`config.mk`:
```
export PLATFORM = sky130hd
export DESIGN_NAME = uart_inst_loader_flat
export DESIGN_NICKNAME = d
export VERILOG_FILES = /design/src/rtl/loader_pkg.sv /design/src/rtl/uart_inst_loader_if.sv /design/src/rtl/uart_rx_byte.sv /design/src/rtl/uart_inst_loader.sv /design/src/flat_wrapper.sv
export SDC_FILE = /design/constraint.sdc
export NUM_CORES = 1
export LEC_CHECK = 0
export ABC_AREA = 1
export CORE_UTILIZATION = 40
export CTS_CLUSTER_SIZE = 14
export DETAILED_ROUTE_END_ITERATION = 8
export MAX_ROUTING_LAYER = met4
export SETUP_SLACK_MARGIN = 0.3
export SYNTH_ARGS = -nofsm -noshare
export SYNTH_HDL_FRONTEND = slang
export SYNTH_SLANG_ARGS = --single-unit
export TNS_END_PERCENT = 100
```
`constraint.sdc`:
```
create_clock -name clock_reg -period 6.55 [get_ports clock_reg]
set_input_delay 1.31 -clock clock_reg [delete_from_list [all_inputs] [get_ports clock_reg]]
set_output_delay 1.31 -clock clock_reg [all_outputs]
set_load 0.03 [all_outputs]
```
`src/rtl/loader_pkg.sv`:
```
// Shared types and constants for the UART program loader.
//   loader_state_t : loader FSM states
//   rx_state_t     : UART receive FSM states
//   CMD_START      : frame start marker
//   calc_div()     : clock cycles per UART bit (truncated)
package loader_pkg;

    localparam logic [7:0] CMD_START = 8'hA5;

    typedef enum logic [2:0] {
        L_IDLE  = 3'd0,
        L_COUNT = 3'd1,
        L_DATA  = 3'd2,
        L_CHECK = 3'd3,
        L_DONE  = 3'd4,
        L_ERR   = 3'd5
    } loader_state_t;

    typedef enum logic [1:0] {
        R_IDLE  = 2'd0,
        R_START = 2'd1,
        R_DATA  = 2'd2,
        R_STOP  = 2'd3
    } rx_state_t;

    function automatic int unsigned calc_div(input int unsigned clk_hz, input int unsigned baud);
        return clk_hz / baud;
    endfunction

endpackage

```
`src/rtl/uart_inst_loader_if.sv`:
```
// Instruction memory write port.
//   we_o    : one-cycle write strobe
//   waddr_o : byte address, word aligned
//   wdata_o : 32-bit instruction word
interface uart_inst_loader_if;

    logic        we_o;
    logic [7:0]  waddr_o;
    logic [31:0] wdata_o;

    modport master (output we_o, output waddr_o, output wdata_o);
    modport slave  (input  we_o, input  waddr_o, input  wdata_o);

endinterface

```
`src/rtl/uart_rx_byte.sv`:
```
// 8N1 UART byte receiver with 2-flop input synchronizer.
//   clock_reg, reset : clock and synchronous active-high reset
//   rxd              : asynchronous serial input, idle high
//   byte_valid       : one-cycle pulse, good stop bit seen
//   frame_err        : one-cycle pulse, stop bit was low
//   data             : last good byte, updated with byte_valid
module uart_rx_byte
    import loader_pkg::*;
#(
    parameter int unsigned DIV = 10
) (
    input  logic       clock_reg,
    input  logic       reset,
    input  logic       rxd,
    output logic       byte_valid,
    output logic       frame_err,
    output logic [7:0] data
);

    localparam int unsigned TW   = $clog2(DIV + 1);
    localparam int unsigned HALF = DIV / 2;

    rx_state_t     state, state_n;
    logic [1:0]    sync_q;
    logic          rx_prev;
    logic [TW-1:0] timer, timer_n;
    logic [2:0]    bit_idx, bit_idx_n;
    logic [7:0]    shreg, shreg_n;
    logic          byte_valid_n, frame_err_n;
    logic [7:0]    data_n;
    logic          rx_s;

    assign rx_s = sync_q[1];

    // State and datapath registers
    always_ff @(posedge clock_reg) begin
        if (reset) begin
            state      <= R_IDLE;
            sync_q     <= 2'b11;
            rx_prev    <= 1'b1;
            timer      <= '0;
            bit_idx    <= '0;
            shreg      <= '0;
            byte_valid <= 1'b0;
            frame_err  <= 1'b0;
            data       <= '0;
        end else begin
            state      <= state_n;
            sync_q     <= {sync_q[0], rxd};
            rx_prev    <= rx_s;
            timer      <= timer_n;
            bit_idx    <= bit_idx_n;
            shreg      <= shreg_n;
            byte_valid <= byte_valid_n;
            frame_err  <= frame_err_n;
            data       <= data_n;
        end
    end

    // Receive sequencing: half-bit start check, then full-bit sampling
    always_comb begin
        state_n      = state;
        timer_n      = timer + TW'(1);
        bit_idx_n    = bit_idx;
        shreg_n      = shreg;
        byte_valid_n = 1'b0;
        frame_err_n  = 1'b0;
        data_n       = data;
        case (state)
            R_IDLE: begin
                timer_n = '0;
                if (rx_prev && !rx_s) state_n = R_START;
            end
            R_START: begin
                if (timer == TW'(HALF - 1)) begin
                    timer_n   = '0;
                    bit_idx_n = '0;
                    state_n   = rx_s ? R_IDLE : R_DATA;
                end
            end
            R_DATA: begin
                if (timer == TW'(DIV - 1)) begin
                    timer_n   = '0;
                    shreg_n   = {rx_s, shreg[7:1]};
                    bit_idx_n = bit_idx + 3'd1;
                    if (bit_idx == 3'd7) state_n = R_STOP;
                end
            end
            R_STOP: begin
                if (timer == TW'(DIV - 1)) begin
                    timer_n = '0;
                    state_n = R_IDLE;
                    if (rx_s) begin
                        byte_valid_n = 1'b1;
                        data_n       = shreg;
                    end else begin
                        frame_err_n  = 1'b1;
                    end
                end
            end
            default: state_n = R_IDLE;
        endcase
    end

endmodule

```
`src/rtl/uart_inst_loader.sv`:
```
// Serial program loader: receives A5 / N / 4N data / checksum frames,
// writes assembled words to instruction memory, holds the core meanwhile.
//   clock_reg, reset : clock and synchronous active-high reset
//   rxd              : UART receive line
//   imem             : instruction memory write port (we/waddr/wdata)
//   cpu_hold_o       : core reset while loading or after a failed load
//   busy_o           : frame in progress
//   done_o, err_o    : last frame result
//   rx_byte_o        : last received byte (debug)
module uart_inst_loader
    import loader_pkg::*;
#(
    parameter int unsigned CLK_HZ = 50_000_000,
    parameter int unsigned BAUD   = 115200,
    parameter int unsigned WORDS  = 64
) (
    input  logic                       clock_reg,
    input  logic                       reset,
    input  logic                       rxd,
    uart_inst_loader_if.master         imem,
    output logic                       cpu_hold_o,
    output logic                       busy_o,
    output logic                       done_o,
    output logic                       err_o,
    output logic [7:0]                 rx_byte_o
);

    localparam int unsigned DIV   = calc_div(CLK_HZ, BAUD);
    localparam int unsigned CNT_W = $clog2(WORDS + 1);

    logic byte_valid, frame_err;

    uart_rx_byte #(.DIV(DIV)) u_rx (
        .clock_reg  (clock_reg),
        .reset      (reset),
        .rxd        (rxd),
        .byte_valid (byte_valid),
        .frame_err  (frame_err),
        .data       (rx_byte_o)
    );

    loader_state_t    state, state_n;
    logic [CNT_W-1:0] cnt, cnt_n;
    logic [CNT_W-1:0] widx, widx_n, widx_inc;
    logic [1:0]       bidx, bidx_n;
    logic [7:0]       csum, csum_n;
    logic [31:0]      word, word_n;
    logic             we_n;
    logic [7:0]       waddr_n;
    logic [31:0]      wdata_n;
    logic             hold_n, busy_n, done_n, err_n;

    assign widx_inc = widx + CNT_W'(1);

    // State, assembly and output registers
    always_ff @(posedge clock_reg) begin
        if (reset) begin
            state        <= L_IDLE;
            cnt          <= '0;
            widx         <= '0;
            bidx         <= '0;
            csum         <= '0;
            word         <= '0;
            imem.we_o    <= 1'b0;
            imem.waddr_o <= '0;
            imem.wdata_o <= '0;
            cpu_hold_o   <= 1'b0;
            busy_o       <= 1'b0;
            done_o       <= 1'b0;
            err_o        <= 1'b0;
        end else begin
            state        <= state_n;
            cnt          <= cnt_n;
            widx         <= widx_n;
            bidx         <= bidx_n;
            csum         <= csum_n;
            word         <= word_n;
            imem.we_o    <= we_n;
            imem.waddr_o <= waddr_n;
            imem.wdata_o <= wdata_n;
            cpu_hold_o   <= hold_n;
            busy_o       <= busy_n;
            done_o       <= done_n;
            err_o        <= err_n;
        end
    end

    // Frame parsing, word assembly and status decode of the next state
    always_comb begin
        state_n = state;
        cnt_n   = cnt;
        widx_n  = widx;
        bidx_n  = bidx;
        csum_n  = csum;
        word_n  = word;
        we_n    = 1'b0;
        waddr_n = imem.waddr_o;
        wdata_n = imem.wdata_o;

        if (frame_err) begin
            if (state != L_IDLE && state != L_DONE) state_n = L_ERR;
        end else if (byte_valid) begin
            case (state)
                L_IDLE, L_DONE, L_ERR: begin
                    if (rx_byte_o == CMD_START) state_n = L_COUNT;
                end
                L_COUNT: begin
                    if (rx_byte_o == 8'h00 || 32'(rx_byte_o) > WORDS) begin
                        state_n = L_ERR;
                    end else begin
                        cnt_n   = CNT_W'(rx_byte_o);
                        widx_n  = '0;
                        bidx_n  = '0;
                        csum_n  = '0;
                        state_n = L_DATA;
                    end
                end
                L_DATA: begin
                    word_n[{bidx, 3'b000} +: 8] = rx_byte_o;
                    csum_n = csum + rx_byte_o;
                    bidx_n = bidx + 2'd1;
                    if (bidx == 2'd3) begin
                        we_n    = 1'b1;
                        waddr_n = 8'({widx, 2'b00});
                        wdata_n = word_n;
                        widx_n  = widx_inc;
                        if (widx_inc == cnt) state_n = L_CHECK;
                    end
                end
                L_CHECK: begin
                    state_n = (rx_byte_o == csum) ? L_DONE : L_ERR;
                end
                default: state_n = L_IDLE;
            endcase
        end

        hold_n = (state_n == L_COUNT) || (state_n == L_DATA) ||
                 (state_n == L_CHECK) || (state_n == L_ERR);
        busy_n = (state_n == L_COUNT) || (state_n == L_DATA) || (state_n == L_CHECK);
        done_n = (state_n == L_DONE);
        err_n  = (state_n == L_ERR);
    end

endmodule

```
`src/flat_wrapper.sv`:
```
// flat-port wrapper written by rule: the top's interface ports become plain ports
module uart_inst_loader_flat import loader_pkg::*;
#(
    parameter int unsigned CLK_HZ = 50_000_000,
    parameter int unsigned BAUD   = 115200,
    parameter int unsigned WORDS  = 64
)
  (clock_reg, reset, rxd, cpu_hold_o, busy_o, done_o, err_o, rx_byte_o, imem_we_o, imem_waddr_o, imem_wdata_o);
  uart_inst_loader_if imem_i ();
  input  logic clock_reg;
  input  logic reset;
  input  logic rxd;
  output logic cpu_hold_o;
  output logic busy_o;
  output logic done_o;
  output logic err_o;
  output logic [7:0] rx_byte_o;
  output wire logic [$bits(imem_i.we_o)-1:0] imem_we_o;
  output wire logic [$bits(imem_i.waddr_o)-1:0] imem_waddr_o;
  output wire logic [$bits(imem_i.wdata_o)-1:0] imem_wdata_o;
  assign imem_we_o = imem_i.we_o;
  assign imem_waddr_o = imem_i.waddr_o;
  assign imem_wdata_o = imem_i.wdata_o;
  uart_inst_loader #(.CLK_HZ(CLK_HZ), .BAUD(BAUD), .WORDS(WORDS)) u_core (.clock_reg(clock_reg), .reset(reset), .rxd(rxd), .imem(imem_i), .cpu_hold_o(cpu_hold_o), .busy_o(busy_o), .done_o(done_o), .err_o(err_o), .rx_byte_o(rx_byte_o));
endmodule
```
==> results.cfg, run 1 <==
[status]
status = finished, violations left
violations = DRC

[sta]
drv_slew = 0
hold_viol = 0
maxSlewHeadroom = 0.3968
holdWs_ns = 0.4143
period_share = 0.5084
setup_violations = 0
rsz0062_at_grt = no
fin_crit_ns = 3.330
worst_slew_pin_slew_ns = 0.8979
clock_skew_ns = 0.004513
fin_tns_setup_ns = 0
fmax_ghz = 0.3003

[worst_setup_path]
path_buf_inv = 4
crit_chain = inv_2, nor2_4, inv_2, nor2_8, inv_2, nor2_4, inv_2, nand2_2, nand2_2, a31oi_1, a211oi_2
worstPathArrival_ns = 3.61
timing.rr.end = u_core.widx[5]
timing_worst_setup_path_type = reg2reg
critPathMaxStageDelay_ns = 0.66
crit_fanout = 71
endpoint_kind = flip-flop
r2r_cells = 11
reg2reg_from = u_core.u_rx.byte_valid
r2r_slack_ns = 3.22
crit_required_ns = 6.83
slowest_stage = nor2_4
path_delay_family = simple AND/OR/NAND/NOR gates
critPathLaunchType = flip-flop
crit_top_cell = inv_2

[layout]
final_area_um2 = 7209
drive_gt1_frac = 0.06280
area_growth_syn_to_layout_pct = 19.52
diodes = 0
fin_nets = 839
utilization = 0.4923

[die]
die_h_um = 124.8
io_pins = 56
coreArea_um2 = 14640
die_w_um = 124.8
dieArea_um2 = 15580
start_util = 0.4119
std_cell_rows = 44

[clock_network]
cts_buffer_depth = 2
cts_tree = done
cts.sinks = 137
cts_resized = 0
clk_pin_slew_ns = 0.06
clock_latency_ns = 0.42
root_buffer = clkbuf_16
post_cts_buffers = 0
htreeDepth = 4
cts_buffers = 17
hold_buffers = 0

[route]
totalWireLength_um = 14300
via_count = 5355
vias_per_cell = 5.292
wl_per_cell_um = 14.13
dr.pass1.iters = 6
drtIter0Drc = 382
drtAntennaViolNets = 0
post-route-drc-count = 9

[global_routing]
first_global_vias = 5082
gr-usage-met2 = 0.3126
grt_antenna_before_repair = 0
use_met1 = 0.2504
grt_pass1_wl_um = 24400
overflow = 0
grt_max_degree = 73
busiest_layer = met2
grt_usage = 0.2002
grt_util_met3 = 0.04682

[place]
place_congestion = 0.8575
hpwlAfterDp_um = 9462
placed_area_um2 = 6645
port_buffers = 53

[worst_hold_path]
worst_hold_path.endpoint = u_core.u_rx.sync_q[1]
hold_depth = 1
hp-start = u_core.u_rx.sync_q[0]
hold_path_class = reg2reg

[synth]
synth_top_cell_area_share = 0.4547
synth_area_leaders = dfxtp_1 45%, a21oi_1 8.0%, nand2_1 7.3%, o21ai_0 5.6%, nand3_1 4.6%
syn_avg_cell_area_um2 = 7.753
synth_largest_area_cell = dfxtp_1
ys_seq_elements = 137
ys_warn_count = 0
yosysSeqAreaShare = 0.4547
synthCells = 778
synth_area_um2 = 6032
synth_cell_types = 39

[run]
maxCapViolations = 0

[pwr]
p_leak_nw = 2.677
vdd_drop_max_mv = 0.1936
powerDensity_nw_per_um2 = 246.4
## layer usage
metal / part of all wire / up-vias
li1: - / 2753
met5: 0 / -
met4: 0.020 / 0
met1: 0.48 / 2480
met3: 0.038 / 25
met2: 0.46 / 97
## flip-flops by register name, summed over array words and instances, names as in the netlist, 2 cells and up, named ones only
signal	flops
u_core.bidx	2
u_core.cnt	7
u_core.csum	8
u_core.imem.waddr_o	6
u_core.imem.wdata_o	32
u_core.state	3
u_core.u_rx.bit_idx	3
u_core.u_rx.data	8
u_core.u_rx.shreg	8
u_core.u_rx.sync_q	2
u_core.u_rx.timer	9
u_core.widx	7
u_core.word	32
## worst register-to-register path, stage by stage (launching register included)
cell      delay, ns
dfxtp_1        0.39
inv_2          0.09
nor2_4         0.11
inv_2          0.07
nor2_8         0.63
inv_2          0.20
nor2_4         0.66
inv_2          0.39
nand2_2        0.17
nand2_2        0.19
a31oi_1        0.25
a211oi_2       0.05
## final cells by class
type,count,area (um2)
Sequential cell,137,2743
Timing Repair Buffer,55,540.5
Tap cell,184,230.2
Inverter,66,247.7
Clock inverter,8,96.34
Clock buffer,23,467.9
Multi-Input combinational cell,539,2884
Fill cell,1412,7435
## cell families (layout without fill, tap and decap cells)
kind of cell	after synthesis	in the layout	synth area share
and+or+nand+nor	285	285	0.2091
AOI/OAI and AO/OA	225	225	0.2149
DFF	137	137	0.4547
buffers and inverters	103	152	0.06783
adders and majority gates	20	20	0.04273
xor gates and xnor gates	7	7	0.01016
other	1	2	0.0006217
## layout by cell type (no fill, tap or decap), types with 2 or more instances in the layout
master,netlist,layout
a211oi_1,15,15
a211oi_2,5,5
a21oi_1,96,96
a22oi_1,8,8
a31oi_1,5,5
a32oi_1,16,16
buf_4,2,2
bufinv_16,0,2
clkbuf_1,27,4
clkbuf_16,0,17
clkbuf_8,0,2
clkdlybuf4s50_1,0,52
clkinv_1,4,5
clkinv_2,0,4
conb_1,1,2
dfxtp_1,137,137
ha_1,19,19
inv_1,57,56
inv_2,5,5
nand2_1,117,117
nand2_2,2,2
nand3_1,56,56
nand4_1,6,6
nor2_1,73,73
nor2_4,3,3
nor3_1,16,16
nor3b_1,2,2
nor4_1,2,2
o21ai_0,67,67
o21ai_1,10,10
or2_2,4,4
xnor2_1,3,3
xor2_1,4,4
## where the power goes
group | internal (W) | total, W | switching (W)
Combinational | 0.00000516 | 0.0000229 | 0.0000178
Clock | 0.000576 | 0.000917 | 0.000342
Sequential | 0.000835 | 0.000836 | 0.00000115
Total | 0.00142 | 0.00178 | 0.000361
## through the flow
step / total power (W) / std cells / worst slack [ns]
floorplan: 0.0008721 / 779 / 4.153
global placement: 0.0008767 / 981 / 3.348
detailed placement: 0.0008772 / 981 / 3.199
CTS: 0.001792 / 1012 / 3.172
global route: 0.001839 / 1012 / 2.765
finish: 0.001776 / 1012 / 3.220
## synth_stat cells (all sizes together)
cell	instances
nor3	16
nor3b	2
nor4	2
fa	1
inv	62
clkbuf	27
clkinv	4
a211oi	20
nand3b	1
o21bai	1
or2	4
nor2	78
a22oi	8
xor2	4
nand4	6
a21oi	96
a32oi	16
xnor2	3
buf	10
dfxtp	137
a31oi	5
nand2	119
nand3	57
o211ai	1
o21ai	77
o31a	1
conb	1
ha	19
## worst max path at each step
stage / depth (start not counted) / from / end
2_1_floorplan: 7 / u_core.bidx[0] / u_core.imem.wdata_o[31]
3_3_place_gp: 11 / u_core.u_rx.byte_valid / u_core.widx[3]
3_5_place_dp: 11 / u_core.u_rx.byte_valid / u_core.widx[5]
4_1_cts: 11 / u_core.u_rx.byte_valid / u_core.widx[5]
5_1_grt: 11 / u_core.u_rx.byte_valid / u_core.widx[3]
6_report: 11 / u_core.u_rx.byte_valid / u_core.widx[5]
(Power assumes the default switching activity.)
==> inputs of run 2 (changes only) <==
clock period = 3.4 ns   (was 6.55 ns; I/O delays follow)
==> results.cfg, run 2 (synthesized netlist as in run 1, its figures left out) <==
[die]
start_util = 0.4119
io_pins = 56
dieArea_um2 = 15580
coreArea_um2 = 14640
std_cell_rows = 44
die_w_um = 124.8
die_h_um = 124.8

[layout]
final_area_um2 = 7288
drive_gt1_frac = 0.07656
final_cell_mix = 137 x dfxtp_1, 117 x nand2_1, 96 x a21oi_1
diodes = 0
fin_nets = 847
area_growth_syn_to_layout_pct = 20.83
reg_top3 = u_core.imem.wdata_o (32), u_core.word (32), u_core.u_rx.timer (9)
fin_cells = 1020
layout_commonest_cell = dfxtp_1

[clock_network]
cts_tree = done
cts_buffers = 17
root_buffer = clkbuf_16
cts_buffer_depth = 2
cts.sinks = 137
clock_latency_ns = 0.43
clk_pin_slew_ns = 0.06
htreeDepth = 4
cts_resized = 0
post_cts_buffers = 0
hold_buffers = 0

[route]
totalWireLength_um = 14810
drtAntennaViolNets = 0
drtIter0Drc = 369
dr.pass1.iters = 7
via_count = 5467
wl_per_cell_um = 14.52
post-route-drc-count = 10
vias_per_cell = 5.360

[place]
place_inst = 989
place_congestion = 0.8849
placed_area_um2 = 6705
hpwlAfterDp_um = 10080
dpl_worst_slack_ns = 1.075
port_buffers = 53

[pwr]
powerDensity_nw_per_um2 = 478.9
p_leak_nw = 2.731
vdd_drop_max_mv = 0.3645

[worst_setup_path]
path_buf_inv = 1
critPathMaxStageDelay_ns = 0.77
path_delay_family = buffers and inverters
slowest_stage = clkdlybuf4s50_1
critPathLaunchType = flip-flop
endpoint_kind = output port
r2r_cells = 5
timing.rr.end = u_core.imem.wdata_o[31]
worstPathArrival_ns = 1.83
crit_fanout = 8
crit_chain = clkdlybuf4s50_1
crit_required_ns = 2.72
reg2reg_from = u_core.bidx[1]
r2r_slack_ns = 1.07
timing_worst_setup_path_type = reg2out

[status]
violations = DRC
status = finished, violations left

[sta]
drv_slew = 0
fin_crit_ns = 2.510
holdWs_ns = 0.4283
setup_ws_ns = 0.8903
setup_violations = 0
maxSlewHeadroom = 0.3630
fmax_ghz = 0.3985
period_share = 0.7381
fin_tns_setup_ns = 0
clock_skew_ns = 0.008821
worst_slew_pin_slew_ns = 0.9483
hold_viol = 0
rsz0062_at_grt = no

[global_routing]
grt_pass1_wl_um = 25230
grt_antenna_before_repair = 0
overflow = 0
grt_usage = 0.2069
first_global_vias = 5197
grt_max_degree = 71

[worst_hold_path]
hold_depth = 1
worst_hold_path.endpoint = u_core.u_rx.sync_q[1]
hp-start = u_core.u_rx.sync_q[0]
hold_path_class = reg2reg

[run]
maxCapViolations = 0
==> run 2: worst max-delay path by stage <==
stage / startpoint / endpoint / cells past startpoint
2_1_floorplan: u_core.bidx[0] / u_core.imem.wdata_o[31] / 7
3_3_place_gp: u_core.u_rx.data[1] / u_core.csum[6] / 8
3_5_place_dp: u_core.u_rx.data[1] / u_core.csum[0] / 8
4_1_cts: u_core.u_rx.data[7] / rx_byte_o[7] / 1
5_1_grt: u_core.u_rx.data[1] / u_core.csum[5] / 8
6_report: u_core.u_rx.data[7] / rx_byte_o[7] / 1
==> run 2: layout make-up <==
class                           instances  area [um2]
Clock buffer                           18       439.2
Clock inverter                         13       143.9
Fill cell                            1393        7356
Inverter                               66       247.7
Multi-Input combinational cell        539        2884
Sequential cell                       137        2743
Tap cell                              184       230.2
Timing Repair Buffer                   63       600.6
==> run 2: where the power goes <==
part	internal (W)	switching, W	leakage (nW)
Sequential	0.00161	0.00000224	1.10
Clock	0.00110	0.000730	0.288
Combinational	0.0000108	0.0000370	1.34
==> run 2: routing by layer <==
metal	global-route usage	vias up	wire, um
met2	0.3298	127	6997
met3	0.04167	25	611
met4	0.08642	0	303
met1	0.2548	2564	6901
met5	-	-	0
li1	-	2751	-
==> run 2: metrics by stage <==
stage / power, W / utilization
after floorplan: 0.001680 / -
after global placement: 0.001691 / 0.4579
after detailed placement: 0.001692 / 0.4579
after CTS: 0.003519 / 0.4977
after global routing: 0.003598 / 0.4977
final: 0.003491 / 0.4977
